**config.mk**
```make
export PLATFORM = sky130hd
export DESIGN_NAME = exe_div_unit
export DESIGN_NICKNAME = d
export VERILOG_FILES = /design/src/rtl/exe_div_unit.sv
export SDC_FILE = /design/constraint.sdc
export NUM_CORES = 1
export LEC_CHECK = 0
export CAP_MARGIN = 40
export CORE_UTILIZATION = 60
export DETAILED_ROUTE_END_ITERATION = 7
export MAX_ROUTING_LAYER = met4
export PLACE_DENSITY = 0.83
export SKIP_CTS_REPAIR_TIMING = 1
export SYNTH_ARGS = -nofsm -noshare
export SYNTH_HDL_FRONTEND = slang
export SYNTH_SLANG_ARGS = --single-unit
```
**constraint.sdc**
```tcl
create_clock -name clk -period 6.4 [get_ports clk]
set_clock_uncertainty 0.05 [all_clocks]
set_input_delay 1.28 -clock clk [delete_from_list [all_inputs] [get_ports clk]]
set_output_delay 1.28 -clock clk [all_outputs]
set_load 0.02 [all_outputs]
```
**src/rtl/exe_div_unit.sv**
```systemverilog
// Iterative radix-2 restoring divider for the EXE stage (RV32M DIV/DIVU/REM/REMU).
// One quotient bit per cycle. Divide-by-zero and signed overflow resolve in a single cycle.
// The result is registered and loaded only on entry to DONE.

module exe_div_unit #(
   parameter int unsigned XLEN = 32
) (
   input  logic            clk,
   input  logic            rst,
   input  logic            start_i,
   input  logic [1:0]      op_i,
   input  logic [XLEN-1:0] rs1_i,
   input  logic [XLEN-1:0] rs2_i,
   input  logic            flush_i,
   input  logic            hold_i,
   output logic            stall_o,
   output logic            done_o,
   output logic [XLEN-1:0] result_o
);

   localparam int unsigned CntW = $clog2(XLEN);
   localparam logic [CntW-1:0] CntLast = CntW'(XLEN - 1);

   localparam logic [1:0] StIdle = 2'd0;
   localparam logic [1:0] StCalc = 2'd1;
   localparam logic [1:0] StDone = 2'd2;

   localparam logic [XLEN-1:0] MinSigned = {1'b1, {(XLEN - 1){1'b0}}};

   // State and datapath registers
   logic [1:0]      state_q, state_d;
   logic [CntW-1:0] cnt_q, cnt_d;
   logic            rem_sel_q, rem_sel_d;   // 1: remainder requested, 0: quotient
   logic            neg_quo_q, neg_quo_d;
   logic            neg_rem_q, neg_rem_d;
   logic [XLEN-1:0] rem_q, rem_d;
   logic [XLEN-1:0] quo_q, quo_d;           // dividend bits shift out as quotient bits shift in
   logic [XLEN-1:0] div_q, div_d;
   logic [XLEN-1:0] result_q, result_d;

   // Operand decode, used only when a new operation is accepted
   logic            is_signed;
   logic            is_rem;
   logic            rs1_neg;
   logic            rs2_neg;
   logic [XLEN-1:0] rs1_mag;
   logic [XLEN-1:0] rs2_mag;
   logic            div_by_zero;
   logic            overflow;
   logic            special;
   logic [XLEN-1:0] special_res;

   // Iteration datapath
   logic [XLEN:0]   rem_shift;
   logic            rem_ge;
   logic [XLEN-1:0] rem_step;
   logic [XLEN-1:0] quo_step;
   logic [XLEN-1:0] quo_fix;
   logic [XLEN-1:0] rem_fix;
   logic [XLEN-1:0] final_res;

   // Decode operation type, operand magnitudes and the single-cycle special cases
   always_comb begin
      is_signed   = ~op_i[0];
      is_rem      = op_i[1];
      rs1_neg     = is_signed & rs1_i[XLEN-1];
      rs2_neg     = is_signed & rs2_i[XLEN-1];
      rs1_mag     = rs1_neg ? ('0 - rs1_i) : rs1_i;
      rs2_mag     = rs2_neg ? ('0 - rs2_i) : rs2_i;
      div_by_zero = (rs2_i == '0);
      overflow    = is_signed & (rs1_i == MinSigned) & (rs2_i == '1);
      special     = div_by_zero | overflow;
      if (div_by_zero) begin
         special_res = is_rem ? rs1_i : '1;
      end else begin
         special_res = is_rem ? '0 : rs1_i;
      end
   end

   // One restoring step plus the sign fixup applied after the last step
   always_comb begin
      // Partial remainder is XLEN+1 bits wide so the compare never loses the carried-out bit
      rem_shift = {rem_q, quo_q[XLEN-1]};
      rem_ge    = (rem_shift >= {1'b0, div_q});
      // After a successful compare the difference is below div_q, so it fits in XLEN bits
      rem_step  = rem_ge ? (rem_shift[XLEN-1:0] - div_q) : rem_shift[XLEN-1:0];
      quo_step  = {quo_q[XLEN-2:0], rem_ge};
      quo_fix   = neg_quo_q ? ('0 - quo_step) : quo_step;
      rem_fix   = neg_rem_q ? ('0 - rem_step) : rem_step;
      final_res = rem_sel_q ? rem_fix : quo_fix;
   end

   // Next-state logic; flush overrides everything and leaves result untouched
   always_comb begin
      state_d   = state_q;
      cnt_d     = cnt_q;
      rem_sel_d = rem_sel_q;
      neg_quo_d = neg_quo_q;
      neg_rem_d = neg_rem_q;
      rem_d     = rem_q;
      quo_d     = quo_q;
      div_d     = div_q;
      result_d  = result_q;

      if (flush_i) begin
         state_d = StIdle;
      end else begin
         case (state_q)
            StIdle: begin
               if (start_i) begin
                  rem_sel_d = is_rem;
                  neg_quo_d = rs1_neg ^ rs2_neg;
                  neg_rem_d = rs1_neg;
                  rem_d     = '0;
                  quo_d     = rs1_mag;
                  div_d     = rs2_mag;
                  cnt_d     = '0;
                  if (special) begin
                     result_d = special_res;
                     state_d  = StDone;
                  end else begin
                     state_d  = StCalc;
                  end
               end
            end
            StCalc: begin
               rem_d = rem_step;
               quo_d = quo_step;
               cnt_d = cnt_q + 1'b1;
               if (cnt_q == CntLast) begin
                  result_d = final_res;
                  state_d  = StDone;
               end
            end
            StDone: begin
               // start_i here still belongs to the instruction just completed
               if (!hold_i) begin
                  state_d = StIdle;
               end
            end
            default: begin
               state_d = StIdle;
            end
         endcase
      end
   end

   // State registers with asynchronous reset
   always_ff @(posedge clk or posedge rst) begin
      if (rst) begin
         state_q   <= StIdle;
         cnt_q     <= '0;
         rem_sel_q <= 1'b0;
         neg_quo_q <= 1'b0;
         neg_rem_q <= 1'b0;
         rem_q     <= '0;
         quo_q     <= '0;
         div_q     <= '0;
         result_q  <= '0;
      end else begin
         state_q   <= state_d;
         cnt_q     <= cnt_d;
         rem_sel_q <= rem_sel_d;
         neg_quo_q <= neg_quo_d;
         neg_rem_q <= neg_rem_d;
         rem_q     <= rem_d;
         quo_q     <= quo_d;
         div_q     <= div_d;
         result_q  <= result_d;
      end
   end

   // Outputs; stall drops in DONE so the pipeline can advance
   always_comb begin
      stall_o  = ((state_q == StIdle) & start_i & ~flush_i) | (state_q == StCalc);
      done_o   = (state_q == StDone);
      result_o = result_q;
   end

endmodule
```
==> summary.md, run 1 <==
| Metric | Value |
|---|---|
| Worst hold endpoint | cnt_q[4] |
| Peak Freq | 0.188 GHz |
| Core Footprint | 0.0188 mm^2 |
| Post-Synthesis Cells | 1442 |
| Top delay family on crit path | simple AND/OR/NAND/NOR gates |
| Die Span Y | 141 um |
| Register area share after synthesis | 29.8% |
| Global Route Usage Sum | 39.4% |
| Outcome | finished, final reports clean |
| Post-synth EDFFs | 0 |
| Die X-Extent | 141 um |
| Peak supply drop | 0.000349 V |
| Share of layout cells above drive strength 1 | 6.55% |
| Filler instances | 1548 |
| Min-Delay Startpoint | cnt_q[4] |
| N_diodes | 0 |
| Num rows | 50 |
| Worst-path clk slew | 0.07 ns |
| Final Wtd Congestion | 0.996 |
| Number of cells on the worst hold path | 2 |
| DRC viols | 0 |
| Max-Cap Viols | 0 |
| Worst rel slew slack | 37.3% |
| DR pass1 iterations | 8 |
| Number of global-route vias before repair | 11200 |
| Leakage | 5.58 nW |
| Critical Path AT | 5.57 ns |
| Post-Route Setup TNS | 0 ns |
| Slew @ Worst Pin | 0.931 ns |
| Setup slack, reg-to-reg | 1.09 ns |
| Crit Path Class | reg2reg |
| Initial core utilization | 61.6% |
| DR WL/cell | 20.7 um |
| Slew Viols, Final | 0 |
| Synthesized flop and latch total | 138 |
| Placement Cell Area | 0.0128 mm^2 |
| PortBufs | 104 |
| Startpoint types | register |
| Largest net degree at the start of global routing | 93 |
| Hpwl dp | 26.8 mm |
| RSZ-0062 raised after global routing | no |
| Fin. Hold Viols | 0 |
| Vias per cell | 6.74 |
| Nets | 1609 |
| Asr flop ratio synth | 100% |
| Period utilization | 83.0% |
| Initial DRC Count | 1278 |
| Reg2reg start | rem_q[4] |
| Synth Cell Area | 0.0116 mm^2 |
| Syn nets | 1553 |
| Area Growth Syn to Fin | 16.1% |
| Io pins | 105 |
| Critical path fanouts, max | 19 |
| Clock tree buffer depth | 2 |
| Crit path buf inv count | 0 |
| Final wirelength | 36.7 mm |
| Overflow left after global routing | 0 |
| Routed Antenna Nets | 0 |
| RR Endpoint | result_o[24] |
| Warnings, synthesis | 0 |
| Worst Hold Class | reg2reg |
| Reg area | 0.00345 mm^2 |
| Multi-input gate area | 0.00760 mm^2 |
| Slowest cell on crit path | or4_1 |
| Clock Latency Late Sink | 0.43 ns |
| CP Data Required Time | 6.66 ns |
| Min Tclk post-route | 5.31 ns |
| Total CTS buffers | 17 |
| Reg2Reg Depth | 16 |
| Clock Tree Root | clkbuf_16 |
| Via Count | 11900 |
| Crit-path cells | ha_1, nand4_1, or4_1, o211ai_2, a221oi_2, nand2_2, mux2i_1, ha_1, nand3_1, nor3_1, o2bb2a_2, nor3_2, nand3_1, o31ai_1, xnor2_1, a21oi_1 |
| Synthesized area per cell | 8.05 um^2 |
| PwrDens | 558 mW/mm^2 |
| Initial antenna violation count | 0 |
| Worst path max stage delay | 0.60 ns |
| Final setup vio count | 0 |
| CTS sink cnt | 138 |
| Synth cell types | 92 |
| TritonCTS clock tree | done |
| Synth Flop Type | dfrtp_1 |
| Total die area | 0.0199 mm^2 |
| Critical path endpoint category | register |
| First-pass GRT wire length | 59.6 mm |
| Design area | 0.0135 mm^2 |
| H-tree levels | 4 |
## state kept, by name, indices dropped and copies added, names as in the netlist
signal and cells:
cnt_q 5, div_q 32, neg_quo_q 1, neg_rem_q 1, quo_q 32, rem_q 32
rem_sel_q 1, result_o 32, state_q 2
## report_power, final
| part | internal, mW | switching (mW) | leakage [nW] |
|---|---|---|---|
| Combinational | 1.85 | 3.06 | 3.49 |
| Sequential | 1.15 | 0.347 | 1.78 |
| Clock | 0.695 | 0.424 | 0.311 |
| Total | 3.69 | 3.83 | 5.58 |
## cell usage after synthesis, types with 12 or more instances
library cell | n | area share, %
a21oi_1 | 91 | 3.9
dfrtp_1 | 138 | 30
nand2_1 | 167 | 5.4
o21ai_0 | 163 | 7.0
nand3_1 | 21 | 0.91
nor4_1 | 13 | 0.70
xor2_1 | 70 | 5.3
a21o_1 | 17 | 1.1
clkbuf_1 | 57 | 1.8
a22oi_1 | 34 | 2.2
nand4_1 | 25 | 1.3
nor2_1 | 97 | 3.1
xnor2_1 | 67 | 5.1
or4_1 | 15 | 0.97
mux2i_1 | 27 | 2.3
nor3_1 | 28 | 1.2
inv_1 | 57 | 1.8
or3_1 | 17 | 0.92
o31ai_1 | 30 | 1.9
o41ai_1 | 12 | 0.91
ha_1 | 39 | 4.2
buf_2 | 20 | 0.86
a22o_1 | 13 | 0.98
o21a_1 | 13 | 0.84
a211oi_1 | 23 | 1.5
## logic make-up (layout without fill, tap and decap cells)
group | Yosys count | count (layout) | share of synthesized area, %
flops | 138 | 138 | 29.8
simple gates | 463 | 463 | 20.0
compound gates | 495 | 495 | 28.3
xor+xnor | 137 | 137 | 10.3
fa+ha+maj | 40 | 40 | 4.38
mux | 27 | 27 | 2.33
buf+inv | 142 | 211 | 4.87
## metrics by stage
step / std cells / hold WS, ns / util [%] / worst slack, ns / power [mW]
after floorplan: 1442 / 0.395 / - / 1.37 / 4.94
after global placement: 1736 / 0.412 / 67.7 / 0.964 / 6.14
after detailed placement: 1739 / 0.418 / 68.1 / 0.993 / 6.25
after CTS: 1771 / 0.432 / 71.5 / 1.19 / 7.40
after global routing: 1771 / 0.459 / 71.5 / 0.817 / 8.02
final: 1771 / 0.428 / 71.5 / 1.09 / 7.52
## worst max path at each step
stage                        start            to  slack, ns  cells after the start
final                     rem_q[4]  result_o[24]       1.09                     16
after global routing      rem_q[4]  result_o[28]       0.82                     16
after CTS                 rem_q[7]  result_o[24]       1.19                     16
after detailed placement  rs1_i[6]  result_o[31]       0.99                     13
after global placement    rs1_i[6]  result_o[31]       0.96                     12
after floorplan                rst      cnt_q[0]       1.37                      1
## metal layers
metal / GRT usage, % / wire length, um
met2: 61.2 / 17000
met5: - / 0
met4: 17.4 / 1620
met1: 51.6 / 15500
met3: 4.93 / 2640
## layout by cell type (no fill, tap or decap), drive strengths merged, types with 11 or more instances in the layout
| cell | instances |
|---|---|
| nor4 | 16 |
| nand3 | 21 |
| and3 | 11 |
| clkbuf | 18 |
| or4 | 16 |
| inv | 60 |
| mux2i | 27 |
| nand4 | 25 |
| ha | 39 |
| buf | 16 |
| a21oi | 95 |
| nor3 | 32 |
| xor2 | 70 |
| nand2b | 12 |
| a21o | 17 |
| o31ai | 32 |
| or3 | 18 |
| nor2 | 97 |
| clkdlybuf4s50 | 104 |
| xnor2 | 67 |
| a22o | 13 |
| a211oi | 24 |
| a22oi | 34 |
| o21a | 13 |
| dfrtp | 138 |
| nand2 | 168 |
| o41ai | 15 |
| o21ai | 170 |
## area by class of cell
class	count	share of cell area, %
Tap cell	260	2.42
Clock buffer	18	3.19
Timing Repair Buffer	120	9.01
Multi-Input combinational cell	1162	56.4
Sequential cell	138	25.6
Clock inverter	14	1.63
Inverter	59	1.68
## tightest hold or removal path, cell delays in order, from the launching register on
cell and delay, ns:
dfrtp_1 0.35, nand2_1 0.05, nand2_1 0.05
Note: power is estimated with default switching activity, not from simulation.
==> run 2, diff against run 1 <==
==> constraint.sdc (replaced) <==
create_clock -name clk -period 5.35 [get_ports clk]
set_clock_uncertainty 0.05 [all_clocks]
set_input_delay 1.07 -clock clk [delete_from_list [all_inputs] [get_ports clk]]
set_output_delay 1.07 -clock clk [all_outputs]
set_load 0.02 [all_outputs]
==> run 2 against run 1 <==
Effect of this change:
- sequential power is 20% higher
- first-iteration DRC count is 5.0% lower
- total power is 21% higher
- critical path type unchanged
- highest routed layer unchanged
==> summary.md, run 2 (synthesized netlist as in run 1, its figures left out) <==
| Metric | Value |
|---|---|
| Startpoint types | register |
| Final wirelength | 36.6 mm (-0.27%) |
| Filler instances | 1518 (-1.9%) |
| Initial antenna violation count | 2 (+2) |
| Overflow left after global routing | 0 (unchanged) |
| RSZ-0062 raised after global routing | no |
| Largest net degree at the start of global routing | 93 (unchanged) |
| Net Sw Frac | 50.2% (-0.74 points) |
| DRC viols | 0 (unchanged) |
| PwrDens | 671 mW/mm^2 (+20%) |
| Total CTS buffers | 17 (unchanged) |
| Max-Cap Viols | 0 (unchanged) |
| Global Route Usage Sum | 38.8% (-0.59 points) |
| Vias per cell | 6.62 (-1.7%) |
| Critical path fanouts, max | 9 (-10) |
| Worst rel slew slack | 37.4% (+0.058 points) |
| DR pass1 iterations | 6 (-2) |
| Design area | 0.0136 mm^2 (+0.61%) |
| H-tree levels | 4 (unchanged) |
| Leakage | 5.63 nW (+0.87%) |
| Placement Cell Area | 0.0129 mm^2 (+0.35%) |
| Pint | 4.53 mW (+23%) |
| Initial DRC Count | 1214 (-5.0%) |
| Post-Route Setup TNS | 0 ns (unchanged) |
| Share of layout cells above drive strength 1 | 7.11% (+0.55 points) |
| Worst Hold Class | reg2reg |
| Initial core utilization | 61.6% (unchanged) |
| Slew @ Worst Pin | 0.937 ns (+0.00545 ns) |
| Area Growth Syn to Fin | 16.8% |
| Peak Freq | 0.195 GHz (+3.4%) |
| Clock tree buffer depth | 2 (unchanged) |
| Hpwl dp | 27.1 mm (+1.1%) |
| Num rows | 50 (unchanged) |
| Slew Viols, Final | 0 (unchanged) |
| Placed cell count | 1749 (+0.58%) |
| Final Wtd Congestion | 0.950 (-4.6%) |
| Fin. Hold Viols | 0 (unchanged) |
| PortBufs | 104 (unchanged) |
| TritonCTS clock tree | done |
| Io pins | 105 (unchanged) |
| Finished Layout Cells | 1782 (+0.62%) |
| DR WL/cell | 20.5 um (-0.88%) |
| CP Data Required Time | 5.59 ns (-1.07 ns) |
| Switching power | 4.56 mW (+19%) |
| First-pass GRT wire length | 58.5 mm (-1.8%) |
| Clock Power Share | 15.0% (about the same) |
| CTS sink cnt | 138 (unchanged) |
| Die X-Extent | 141 um (unchanged) |
| Sequential share of power | 19.7% (-0.2 points) |
| Period utilization | 96.0% (+13 points) |
| Core Footprint | 0.0188 mm^2 (unchanged) |
| Worst-path clk slew | 0.06 ns (about the same) |
| Commonest non-fill, non-tap cell in the layout | nand2_1 |
| Nets | 1620 (+0.68%) |
| Outcome | finished, final reports clean |
| Min Tclk post-route | 5.14 ns (-0.175 ns) |
| Crit Path Class | reg2reg |
| Final setup vio count | 0 (unchanged) |
| Number of global-route vias before repair | 11000 (-2.1%) |
| Die Span Y | 141 um (unchanged) |
| Clock Latency Late Sink | 0.43 ns (about the same) |
| Via Count | 11800 (-1.1%) |
| Total die area | 0.0199 mm^2 (unchanged) |
| Most frequent cells in the layout | 167 x nand2_1, 162 x o21ai_0, 138 x dfrtp_1, 104 x clkdlybuf4s50_1, 96 x nor2_1 |
| Critical Path AT | 5.37 ns (-0.20 ns) |
| Critical path endpoint category | register |
| Combinational power share | 65.4% (about the same) |
| Clock Tree Root | clkbuf_16 |
| Routed Antenna Nets | 0 (unchanged) |
| Peak supply drop | 0.000368 V (+5.4%) |
==> run 2: cell count changes in the layout (fill, tap and decap cells not counted), sizes merged <==
cell	before	now
buf	16	26
clkinv	6	3
diode	0	2
inv	60	59
bufinv	5	6
clkdlybuf4s18	0	1
clkbuf	18	19
==> run 2: critical path, stage by stage (launching register included) <==
cell and delay (ns):
dfrtp_1 0.47, inv_1 0.07, ha_1 0.38, a21oi_2 0.35, nor2b_1 0.21, o311a_4 0.37, o311ai_4 0.29, nand2_2 0.20
inv_2 0.11, ha_1 0.19, nand2b_1 0.18, or3_4 0.44, nand2b_4 0.18, or2_1 0.32, o31ai_2 0.22, xnor2_1 0.11
o2bb2ai_1 0.16, a2111oi_0 0.58, nor3_1 0.11
==> run 2: worst paths after layout <==
kind / startpoint / to / slack [ns] / cells past startpoint
worst min-delay path: result_o[4] / result_o[4] / 0.43 / 2
min in group asynchronous: rst / quo_q[28] / 1.07 / 2
worst max register to register: div_q[3] / result_o[26] / 0.21 / 18
worst min register to register: result_o[4] / result_o[4] / 0.43 / 2
worst max-delay path: div_q[3] / result_o[26] / 0.21 / 18
max in group asynchronous: rst / rem_q[6] / 3.21 / 3
==> run 2: power groups by stage <==
stage / combinational (mW) / sequential, mW / clock [mW]
4_1_cts: 5.81 / 1.77 / 1.36
5_1_grt: 6.43 / 1.81 / 1.41
6_report: 5.95 / 1.79 / 1.36
3_3_place_gp: 5.61 / 1.79 / 0
2_1_floorplan: 4.17 / 1.74 / 0
3_5_place_dp: 5.75 / 1.78 / 0
==> run 2: layer usage <==
metal | GRT usage [%] | up-vias | share of wire [%]
met1 | 51.8 | 5666 | 43
met2 | 59.7 | 612 | 47
met4 | 13.9 | 0 | 3.0
met5 | - | - | 0
li1 | - | 5435 | -
met3 | 6.05 | 87 | 7.3
==> run 2: final cells by class <==
type                    count  area, um^2  area share [%]
flip-flops and latches    138        3450            25.5
multi-input cells        1162        7600            56.1
diodes                      2        5.00          0.0369
repair buffers            131        1280            9.44
well taps                 260         325            2.40
clock buffers              19         443            3.27
inverters                  59         226            1.67
clock inverters            11         218            1.61
==> run 2: metrics by stage <==
stage	utilization, %	hold WS, ns	power (mW)	setup slack (ns)
detailed placement	68.3	0.419	7.53	0.226
global placement	68.1	0.406	7.40	0.437
finish	72.0	0.428	9.10	0.215
CTS	71.8	0.432	8.95	0.351
floorplan	-	0.395	5.91	0.534
global route	72.0	0.449	9.66	0.0503
==> run 3, diff against run 2 <==
--- a/config.mk
+++ b/config.mk
@@ -5,11 +5,13 @@
 export SDC_FILE = /design/constraint.sdc
 export NUM_CORES = 1
 export LEC_CHECK = 0
+export ABC_AREA = 1
+export ABC_CLOCK_PERIOD_IN_PS = 5350
 export CAP_MARGIN = 40
 export CORE_UTILIZATION = 60
 export DETAILED_ROUTE_END_ITERATION = 7
 export MAX_ROUTING_LAYER = met4
-export PLACE_DENSITY = 0.83
+export PLACE_DENSITY = 0.82
 export SKIP_CTS_REPAIR_TIMING = 1
 export SYNTH_ARGS = -nofsm -noshare
 export SYNTH_HDL_FRONTEND = slang
==> run 3 against run 2 <==
Effect of this change:
- flip-flop and latch count is the same
- register-to-register slack gained 0.63 ns
- highest routed layer unchanged
- count of clock-buffer cells in the layout fell by 1
- final area rose by 9.2%
- combinational power grew 18%
- maximum frequency up 14%
- utilization is 2.0 points lower
- critical path depth shrank 2
- critical path type is now in2reg
- hold slack worse by 0.0014 ns
- routed wire length up 19%
- sequential share of layout area is 2.2 points lower
- setup slack better by 0.63 ns
- largest cell class unchanged
==> summary.md, run 3 <==
| Metric | Value |
|---|---|
| Min Tclk post-route | 4.50 ns (-0.633 ns) |
| Post-Route Setup TNS | 0 ns (unchanged) |
| Crit-path cells | clkdlybuf4s50_1, inv_1, ha_1, inv_1, nor3_1, nand3_1, nor3_2, nand4_1, nor4_1, nand4_1, nand3_2, nand4_2, buf_4, a21oi_1, nand2_1, nand2_1 |
| CP Data Required Time | 5.67 ns (+0.08 ns) |
| Critical path depth in cells | 16 (-2) |
| Leakage | 7.57 nW (+35%) |
| Top delay family on crit path | simple AND/OR/NAND/NOR gates |
| Top cells by count, synth | 711 x nand2_1, 294 x inv_1, 187 x nor2_1 |
| Io pins | 105 (unchanged) |
| Placement Cell Area | 0.0142 mm^2 (+10%) |
| Slew Viols, Final | 0 (unchanged) |
| Filler instances | 1889 (+24%) |
| Register area share after synthesis | 26.6% (-3.2 points) |
| CTS sink cnt | 138 (unchanged) |
| Slew @ Worst Pin | 0.898 ns (-0.0387 ns) |
| Pre-CTS setup slack | 0.562 ns (+0.336 ns) |
| Clock Latency Late Sink | 0.43 ns (about the same) |
| First-pass GRT wire length | 68.6 mm (+17%) |
| Crit path buf inv count | 4 (+2) |
| Initial DRC Count | 1753 (+44%) |
| Period utilization | 84.1% (-12 points) |
| DRC viols | 0 (unchanged) |
| DR pass1 iterations | 6 (unchanged) |
| Core Footprint | 0.0212 mm^2 (+12%) |
| Peak supply drop | 0.000594 V (+62%) |
| Initial antenna violation count | 0 (-2) |
| Nets | 2335 (+44%) |
| Initial core utilization | 61.4% (-0.18 points) |
| N_diodes | 0 (-2) |
| Asr flop ratio synth | 100% (unchanged) |
| Slowest cell on crit path | nor4_1 |
| Number of cells on the worst hold path | 2 (unchanged) |
| Overflow left after global routing | 0 (unchanged) |
| Worst rel slew slack | 39.6% (+2.2 points) |
| Post-Synthesis Cells | 2162 (+50%) |
| Critical path endpoint category | register |
| Placed cell count | 2480 (+42%) |
| Peak Freq | 0.222 GHz (+14%) |
| PwrDens | 685 mW/mm^2 (+2.1%) |
| Final setup vio count | 0 (unchanged) |
| Largest area contributor in the netlist | dfrtp_1 |
| Final Wtd Congestion | 1.01 (+6.6%) |
| Most frequent cells in the layout | 711 x nand2_1, 292 x inv_1, 186 x nor2_1, 172 x o21ai_0, 155 x nand3_1 |
| Synth Flop Type | dfrtp_1 |
| Die Span Y | 149 um (+5.7%) |
| Total die area | 0.0222 mm^2 (+12%) |
| Num rows | 53 (+6.0%) |
| Area Growth Syn to Fin | 13.9% |
| RSZ-0062 raised after global routing | no |
| Critical Path AT | 4.82 ns (-0.55 ns) |
| Reg2Reg Depth | 27 (+9) |
| Die X-Extent | 149 um (+5.7%) |
| Number of global-route vias before repair | 13200 (+20%) |
| Syn nets | 2273 (+46%) |
| Finished Layout Cells | 2511 (+41%) |
| Fin. Hold Viols | 0 (unchanged) |
| Synthesized flop and latch total | 138 (unchanged) |
| Crit Path Class | in2reg |
| Largest net degree at the start of global routing | 83 (-11%) |
| Share of layout cells above drive strength 1 | 5.01% (-2.1 points) |
| Synthesized area per cell | 6.01 um^2 (-25%) |
| TritonCTS clock tree | done |
| Post-synth EDFFs | 0 (unchanged) |
| Max-Cap Viols | 0 (unchanged) |
| Hpwl dp | 33.2 mm (+23%) |
| DR WL/cell | 17.3 um (-16%) |
| Synth Cell Area | 0.0130 mm^2 (+12%) |
| PortBufs | 104 (unchanged) |
| H-tree levels | 4 (unchanged) |
| Startpoint types | input pin |
| Vias per cell | 5.86 (-12%) |
| Global Route Usage Sum | 41.2% (+2.4 points) |
| Clock Tree Root | clkbuf_16 |
| Top-count cell post-synth | nand2_1 |
| Util after Layout | 70.0% (-2.0 points) |
| Total CTS buffers | 17 (unchanged) |
| Worst-path clk slew | 0.06 ns (about the same) |
| Final wirelength | 43.5 mm (+19%) |
| Worst path max stage delay | 0.72 ns (+0.14 ns) |
| Final setup margin | 0.848 ns (+0.633 ns) |
| Ranking of synthesized cells by area | dfrtp_1 27%, nand2_1 21%, inv_1 8.5%, o21ai_0 6.6%, nand3_1 6.0% |
| Commonest non-fill, non-tap cell in the layout | nand2_1 |
| Top cell type's share of synthesized area | 26.6% (-3.2 points) |
| Critical path fanouts, max | 65 (+56) |
| Via Count | 14700 (+25%) |
| Synth cell types | 49 (-47%) |
| Worst Hold Class | reg2reg |
| Clock tree buffer depth | 2 (unchanged) |
| Outcome | finished, final reports clean |
| Warnings, synthesis | 0 (unchanged) |
| Design area | 0.0148 mm^2 (+9.2%) |
| Routed Antenna Nets | 0 (unchanged) |
==> run 3: metal layers <==
layer / GRT usage, % / vias to the layer above / wire (um)
li1: - / 7060 / -
met1: 56.5 / 6745 / 18400
met2: 61.4 / 823 / 19200
met3: 8.50 / 77 / 4940
met4: 11.3 / 0 / 962
met5: - / - / 0
==> run 3: metrics by stage <==
step | hold WS, ns | power [mW]
2_1_floorplan | 0.403 | 6.75
3_3_place_gp | 0.414 | 8.52
3_5_place_dp | 0.414 | 8.65
4_1_cts | 0.432 | 9.95
5_1_grt | 0.452 | 11.0
6_report | 0.426 | 10.1
==> run 3: worst paths after layout <==
kind	start	end	slack, ns
setup / recovery	rs1_i[0]	result_o[29]	0.85
hold / removal	result_o[28]	result_o[28]	0.43
setup reg to reg	rem_q[12]	result_o[24]	0.85
hold reg to reg	result_o[28]	result_o[28]	0.43
max in group asynchronous	rst	result_o[31]	3.11
min in group asynchronous	rst	div_q[16]	0.98
==> run 3: final cells by class <==
type / count / area (um^2) / share of cell area, %
Multi-Input combinational cell: 1639 / 8020 / 54.2
Sequential cell: 138 / 3450 / 23.3
Timing Repair Buffer: 122 / 1230 / 8.30
Inverter: 306 / 1150 / 7.79
Clock buffer: 18 / 439 / 2.97
Tap cell: 275 / 344 / 2.32
Clock inverter: 13 / 165 / 1.12
==> run 3: kinds of logic after synthesis <==
group | count (synthesis) | synth area share [%]
xor gates and xnor gates | 64 | 4.31
DFF | 138 | 26.6
buffers and inverters | 385 | 11.8
and+or+nand+nor | 1173 | 38.1
muxes | 1 | 0.0770
AOI/OAI and AO/OA | 361 | 15.2
adders and majority gates | 40 | 3.91
==> run 3: power by group <==
group          total, mW  leakage (nW)  switching (mW)  internal (mW)
combinational       7.02          5.50            4.84           2.18
sequential          1.88          1.77           0.415           1.46
clock               1.25         0.298           0.501          0.749
total               10.1          7.57            5.75           4.39
==> run 3: worst min-delay path, stage by stage (launching register included) <==
cell and delay (ns):
dfrtp_1 0.34, nand2_1 0.05, nand2_1 0.05
